**src/rtl/fxp_pkg.sv**
```systemverilog
// Shared definitions for the fixed-point multiplier scheduler.
//   - Q-format widths for the default Q8.8 x Q8.8 -> Q16.16 datapath
//   - operand/product typedefs for that default format
//   - scheduler FSM state enum
//   - rr_pick: round-robin grant search used by the arbiter
package fxp_pkg;

    localparam int FXP_N1  = 8;
    localparam int FXP_M1  = 8;
    localparam int FXP_N2  = 8;
    localparam int FXP_M2  = 8;
    localparam int FXP_A_W = FXP_N1 + FXP_M1;
    localparam int FXP_B_W = FXP_N2 + FXP_M2;
    localparam int FXP_P_W = FXP_A_W + FXP_B_W;

    // Upper bound on requesters; rr_pick works on vectors of this size.
    localparam int MAX_REQ  = 8;
    localparam int MAX_ID_W = 3;

    typedef logic signed [FXP_A_W-1:0] fxp_a_t;
    typedef logic signed [FXP_B_W-1:0] fxp_b_t;
    typedef logic signed [FXP_P_W-1:0] fxp_prod_t;

    typedef enum logic [1:0] {
        IDLE = 2'd0,
        MUL  = 2'd1,
        RESP = 2'd2
    } sched_state_e;

    // First set bit of valid, searching upward from ptr and wrapping at n_req.
    // Returns ptr when nothing is valid; callers qualify with |valid.
    function automatic int rr_pick(input logic [MAX_REQ-1:0] valid,
                                   input int                 ptr,
                                   input int                 n_req);
        int  grant;
        int  idx;
        logic found;
        grant = ptr;
        found = 1'b0;
        for (int k = 0; k < MAX_REQ; k++) begin
            if (k < n_req) begin
                idx = ptr + k;
                if (idx >= n_req) idx = idx - n_req;
                if (!found && valid[idx[MAX_ID_W-1:0]]) begin
                    grant = idx;
                    found = 1'b1;
                end
            end
        end
        return grant;
    endfunction

endpackage

```
**src/rtl/fixed_point_multiplication.sv**
```systemverilog
// Full-precision signed fixed-point multiplier.
//   a : signed Q(N1).(M1)
//   b : signed Q(N2).(M2)
//   p : signed Q(N1+N2).(M1+M2), exact product (no rounding or saturation)
// Purely combinational.
module fixed_point_multiplication #(
    parameter int N1 = 8,
    parameter int M1 = 8,
    parameter int N2 = 8,
    parameter int M2 = 8
) (
    input  logic signed [N1+M1-1:0]       a,
    input  logic signed [N2+M2-1:0]       b,
    output logic signed [N1+N2+M1+M2-1:0] p
);

    localparam int A_W = N1 + M1;
    localparam int B_W = N2 + M2;

    // Sign-extend both operands to the product width so the multiply is
    // exact in that width.
    assign p = $signed({{B_W{a[A_W-1]}}, a}) * $signed({{A_W{b[B_W-1]}}, b});

endmodule

```
**src/rtl/fxp_mul_scheduler.sv**
```systemverilog
// Round-robin scheduler sharing one signed fixed-point multiplier between
// N_REQ requesters.
//   clk, rst_n          : clock, synchronous active-low reset
//   req_valid/req_ready : per-requester operand handshake (ready is one-hot or 0)
//   req_a, req_b        : packed operands, requester i at slice i
//   rsp_valid/rsp_ready : product handshake
//   rsp_data, rsp_id    : signed product and the issuing requester's index
//   busy                : FSM not idle
//   op_count            : completed responses, wraps at 16 bits
// Flow: IDLE (grant + capture) -> MUL (register product) -> RESP (hold until taken).
module fxp_mul_scheduler
    import fxp_pkg::*;
#(
    parameter int N_REQ = 4,
    parameter int N1    = 8,
    parameter int M1    = 8,
    parameter int N2    = 8,
    parameter int M2    = 8,
    parameter int ID_W  = $clog2(N_REQ)
) (
    input  logic                       clk,
    input  logic                       rst_n,
    input  logic [N_REQ-1:0]           req_valid,
    output logic [N_REQ-1:0]           req_ready,
    input  logic [N_REQ*(N1+M1)-1:0]   req_a,
    input  logic [N_REQ*(N2+M2)-1:0]   req_b,
    output logic                       rsp_valid,
    input  logic                       rsp_ready,
    output logic [N1+N2+M1+M2-1:0]     rsp_data,
    output logic [ID_W-1:0]            rsp_id,
    output logic                       busy,
    output logic [15:0]                op_count
);

    localparam int A_W = N1 + M1;
    localparam int B_W = N2 + M2;
    localparam int P_W = A_W + B_W;

    sched_state_e          state_q, state_d;
    logic [ID_W-1:0]       ptr_q;
    logic [ID_W-1:0]       id_q;
    logic signed [A_W-1:0] a_q;
    logic signed [B_W-1:0] b_q;
    logic [15:0]           cnt_q;

    logic [ID_W-1:0]       grant;
    logic                  any_req;
    logic                  op_hs;
    logic                  rsp_hs;
    logic [A_W-1:0]        a_sel;
    logic [B_W-1:0]        b_sel;
    logic signed [P_W-1:0] prod;

    assign any_req = |req_valid;
    assign grant   = ID_W'(rr_pick(MAX_REQ'(req_valid), int'(ptr_q), N_REQ));
    assign a_sel   = req_a[grant*A_W +: A_W];
    assign b_sel   = req_b[grant*B_W +: B_W];

    fixed_point_multiplication #(
        .N1 (N1),
        .M1 (M1),
        .N2 (N2),
        .M2 (M2)
    ) u_mul (
        .a (a_q),
        .b (b_q),
        .p (prod)
    );

    always_comb begin
        state_d   = state_q;
        req_ready = '0;
        op_hs     = 1'b0;
        rsp_hs    = 1'b0;
        unique case (state_q)
            IDLE: begin
                // Ready is suppressed while reset is held so no operand is
                // taken that the reset edge would immediately discard.
                if (rst_n && any_req) begin
                    req_ready[grant] = 1'b1;
                    op_hs            = 1'b1;
                    state_d          = MUL;
                end
            end
            MUL: state_d = RESP;
            RESP: begin
                if (rsp_ready) begin
                    rsp_hs  = 1'b1;
                    state_d = IDLE;
                end
            end
            default: state_d = IDLE;
        endcase
    end

    always_ff @(posedge clk) begin
        if (!rst_n) begin
            state_q  <= IDLE;
            ptr_q    <= '0;
            id_q     <= '0;
            a_q      <= '0;
            b_q      <= '0;
            rsp_data <= '0;
            rsp_id   <= '0;
            cnt_q    <= '0;
        end else begin
            state_q <= state_d;
            if (op_hs) begin
                a_q  <= a_sel;
                b_q  <= b_sel;
                id_q <= grant;
            end
            if (state_q == MUL) begin
                rsp_data <= prod;
                rsp_id   <= id_q;
            end
            if (rsp_hs) begin
                // Requester after the one just served gets first look next time.
                ptr_q <= (id_q == ID_W'(N_REQ - 1)) ? '0 : id_q + 1'b1;
                cnt_q <= cnt_q + 16'd1;
            end
        end
    end

    assign rsp_valid = (state_q == RESP);
    assign busy      = (state_q != IDLE);
    assign op_count  = cnt_q;

endmodule

```
**config.mk**
```make
export PLATFORM = sky130hd
export DESIGN_NAME = fxp_mul_scheduler
export DESIGN_NICKNAME = d
export VERILOG_FILES = /design/src/rtl/fxp_pkg.sv /design/src/rtl/fixed_point_multiplication.sv /design/src/rtl/fxp_mul_scheduler.sv
export SDC_FILE = /design/constraint.sdc
export NUM_CORES = 1
export LEC_CHECK = 0
export ABC_AREA = 1
export CELL_PAD_IN_SITES_DETAIL_PLACEMENT = 0
export CELL_PAD_IN_SITES_GLOBAL_PLACEMENT = 1
export CORE_MARGIN = 2
export CORE_UTILIZATION = 42
export CTS_CLUSTER_SIZE = 10
export DETAILED_ROUTE_END_ITERATION = 16
export GPL_ROUTABILITY_DRIVEN = 1
export GPL_TIMING_DRIVEN = 0
export MAX_ROUTING_LAYER = met4
export PLACE_DENSITY_LB_ADDON = 0.1
export SETUP_SLACK_MARGIN = 0.05
export SLEW_MARGIN = 30
export SYNTH_ARGS = -nofsm -noshare
export SYNTH_HDL_FRONTEND = slang
export SYNTH_SLANG_ARGS = --single-unit
```
**constraint.sdc**
```tcl
create_clock -name clk -period 8.15 [get_ports clk]
set_clock_uncertainty 0.2 [all_clocks]
set_input_delay 0.815 -clock clk [delete_from_list [all_inputs] [get_ports clk]]
set_output_delay 0.815 -clock clk [all_outputs]
set_load 0.01 [all_outputs]
```
==> summary.txt <==
Status
  – Status: complete, no violations

CTS
  – CTS buffer count: 9
  – H-tree Lvls: 3
  – PostCTS Resize Cnt: 0
  – Clk Tree Root Cell: clkbuf_16
  – CTS tree: built
  – Post-cts hold buffer count: 0
  – CTS sink cnt: ~90
  – Worst-path clk slew: about 0.080 ns
  – Clock Path Buffers: 2
  – Clock insertion delay at the later pin of the skew report: 0.38 ns
  – Post-CTS Setup Bufs: 0

Layout
  – Most frequent cells in the layout: 638 x nand2_1, 550 x inv_1, 262 x fa_1
  – Nets: 2937
  – Final Non-Filler Cells: 2930
  – Final Util: 50.5%
  – P&R area growth vs syn: 17.9%
  – Most common library cell in the layout ignoring fill and taps: nand2_1
  – Layout cells sized above 1: 2.84%

Floorplan
  – Die height: 198 µm
  – Die width: 198 µm
  – Die ar.: 39000 µm²
  – Io pins: between 150 and 200
  – FP Rows: 70
  – Area of the core: between 30000 and 40000 µm²
  – Initial Util: 42.8%

Timing
  – Max-slew violations: 0
  – Max Fclk: between 0.1 and 0.15 GHz
  – Post-route minimum period: 7.37 ns
  – Final Setup Violations: 0
  – Worst slew pin tran: 0.787 ns
  – Final Hold Viols: 0
  – Setup TNS: 0 ns
  – Max_slew headroom: 47.5%
  – Fin crit share: approximately nine tenths
  – Setup ws final: 0.775 ns
  – Unrepaired setup endpoints after global routing: no

Global route
  – Vias in the first global route: 14936
  – Met1 GRT Util: roughly 37%
  – Busiest grt layer: met2
  – First-pass GRT wire length: 80900 µm
  – Pin count of the biggest net entering global routing: 17
  – GRT Overall Usage: approximately 28%
  – Initial antenna violation count: 1
  – Met3 Use GR: 3.50%
  – Global route overflow: 0
  – GR met2 Demand/Resource: between 40% and 50%

Logic synthesis
  – Flip-flop and latch count after synthesis: 88
  – Largest area contributor in the netlist: fa_1
  – Top FF cell, synth: dfxtp_1
  – Synthesized area: 15700 µm²
  – Ys Warns: 0
  – Top cell type's share of synthesized area: about a third
  – Synthesized area per cell: between 6 and 7 µm²
  – Cells after Synth: 2255
  – EDFF count, synth: 0
  – Async set-reset flop share out of synthesis: 0%
  – Post-synthesis sequential area ratio: 11.2%
  – Unique masters post-synth: 40
  – Syn_nets: around 2700
  – Ranking of synthesized cells by area: fa_1 33%, nand2_1 15%, inv_1 13%, dfxtp_1 11%, ha_1 6.7%

Setup path
  – Worst setup path category: flop to flop
  – FF-to-FF End: rsp_data[29]
  – Worst Setup EP: rsp_data[29]
  – Setup crit start: a_q[15]
  – WP data required: 8.23 ns
  – Worst reg2reg path depth: 22
  – Arrival time at the worst endpoint: 7.45 ns
  – Flop2flop setup slack: 0.78 ns
  – Worst r2r src: a_q[15]
  – CP endpoint kind: flop
  – Max FO, Critical Path: 10
  – Startpoint types: flop

Drt
  – First-pass detailed-route iteration total: 5
  – DR WL/cell: around 17 µm
  – Via count: about 14000
  – Initial drt markers: just over 800
  – Drt drc: 0
  – ANT nets after route: 0
  – Vias per cell: 4.80
  – Total wire length: 49700 µm

Place
  – Dpl ws: 0.858 ns
  – DP HPWL: 42500 µm
  – GPL Wtd Cong: 0.907
  – Post-Place Cells: 2913
  – PortBufs: 190

Worst hold path
  – Hold/Removal Path Class: flop to flop

Run
  – Max Cap Violations: 0
-- cell families after synthesis --
family                   share of synthesized area, %
AND/OR/NAND/NOR                                  26.2
buffers and inverters                            16.5
adder cells (fa/ha/maj)                          40.0
AO/OA/AOI/OAI                                    4.74
flip-flops                                       11.2
XOR/XNOR                                         1.39
-- Yosys cell counts (3+ instances only) --
cell / number
a21o_1: 6
a21oi_1: 55
buf_2: 10
buf_4: 12
buf_6: 5
clkbuf_1: 84
dfxtp_1: 88
fa_1: 262
ha_1: 84
inv_1: 550
inv_2: 3
nand2_1: 638
nand2_2: 3
nand3_1: 89
nand3_2: 3
nand3b_1: 29
nand4_1: 11
nor2_1: 185
nor2_2: 9
nor3_1: 10
o211ai_1: 5
o21ai_0: 66
xnor2_1: 10
xor2_1: 15
-- cell type report --
cell class	count	area, µm²
Antenna cell	1	2.50
Fill cell	3831	18200
Timing Repair Buffer	190	1900
Buffer	113	519
Sequential cell	88	1760
Inverter	554	2080
Clock inverter	7	103
Tap cell	468	586
Clock buffer	9	225
Multi-Input combinational cell	1500	11400
-- metrics by stage --
| stage | hold WS [ns] | area [µm²] |
|---|---|---|
| global placement | 0.252 | 18200 |
| global route | 0.316 | 18600 |
| finish | 0.270 | 18600 |
| CTS | 0.273 | 18600 |
| detailed placement | 0.259 | 18200 |
| floorplan | 0.283 | 15700 |
-- how the worst min path moves through the flow --
| stage | from | end | depth (start not counted) |
|---|---|---|---|
| finish | op_count[15] | op_count[15] | 2 |
| global route | op_count[15] | op_count[15] | 2 |
| CTS | op_count[15] | op_count[15] | 2 |
| detailed placement | op_count[15] | op_count[15] | 2 |
| global placement | op_count[15] | op_count[15] | 2 |
| floorplan | id_q[1] | rsp_id[1] | 2 |
-- sequential cells by signal (all words and copies together) (netlist names) --
| register | flops |
|---|---|
| state_q | 2 |
| ptr_q | 2 |
| id_q | 2 |
| rsp_data | 32 |
| rsp_id | 2 |
| a_q | 16 |
| op_count | 16 |
| b_q | 16 |
-- per-layer routing --
metal  vias up  part of all wire, %
li1       6926                    -
met1      6784                   46
met2       315                   48
met3        42                  5.0
met4         0                  1.7
met5         -                    0
-- worst max-delay path, cell delays in order (launching register included) --
cell	delay (ns)
dfxtp_1	0.31
clkbuf_1	0.47
clkbuf_1	0.62
nand2_1	0.24
fa_1	0.58
inv_1	0.14
fa_1	0.87
inv_1	0.17
fa_1	0.51
fa_1	0.57
fa_1	0.43
fa_1	0.50
inv_1	0.04
ha_1	0.40
nand2_1	0.18
o21ai_0	0.40
nand2_1	0.10
o211ai_1	0.10
nor2_1	0.09
nand3_1	0.09
nand3_1	0.10
nand2_1	0.09
inv_1	0.04
Power is not shown: default switching activity piles up to over one toggle a cycle in this logic, so the estimate is an artifact.
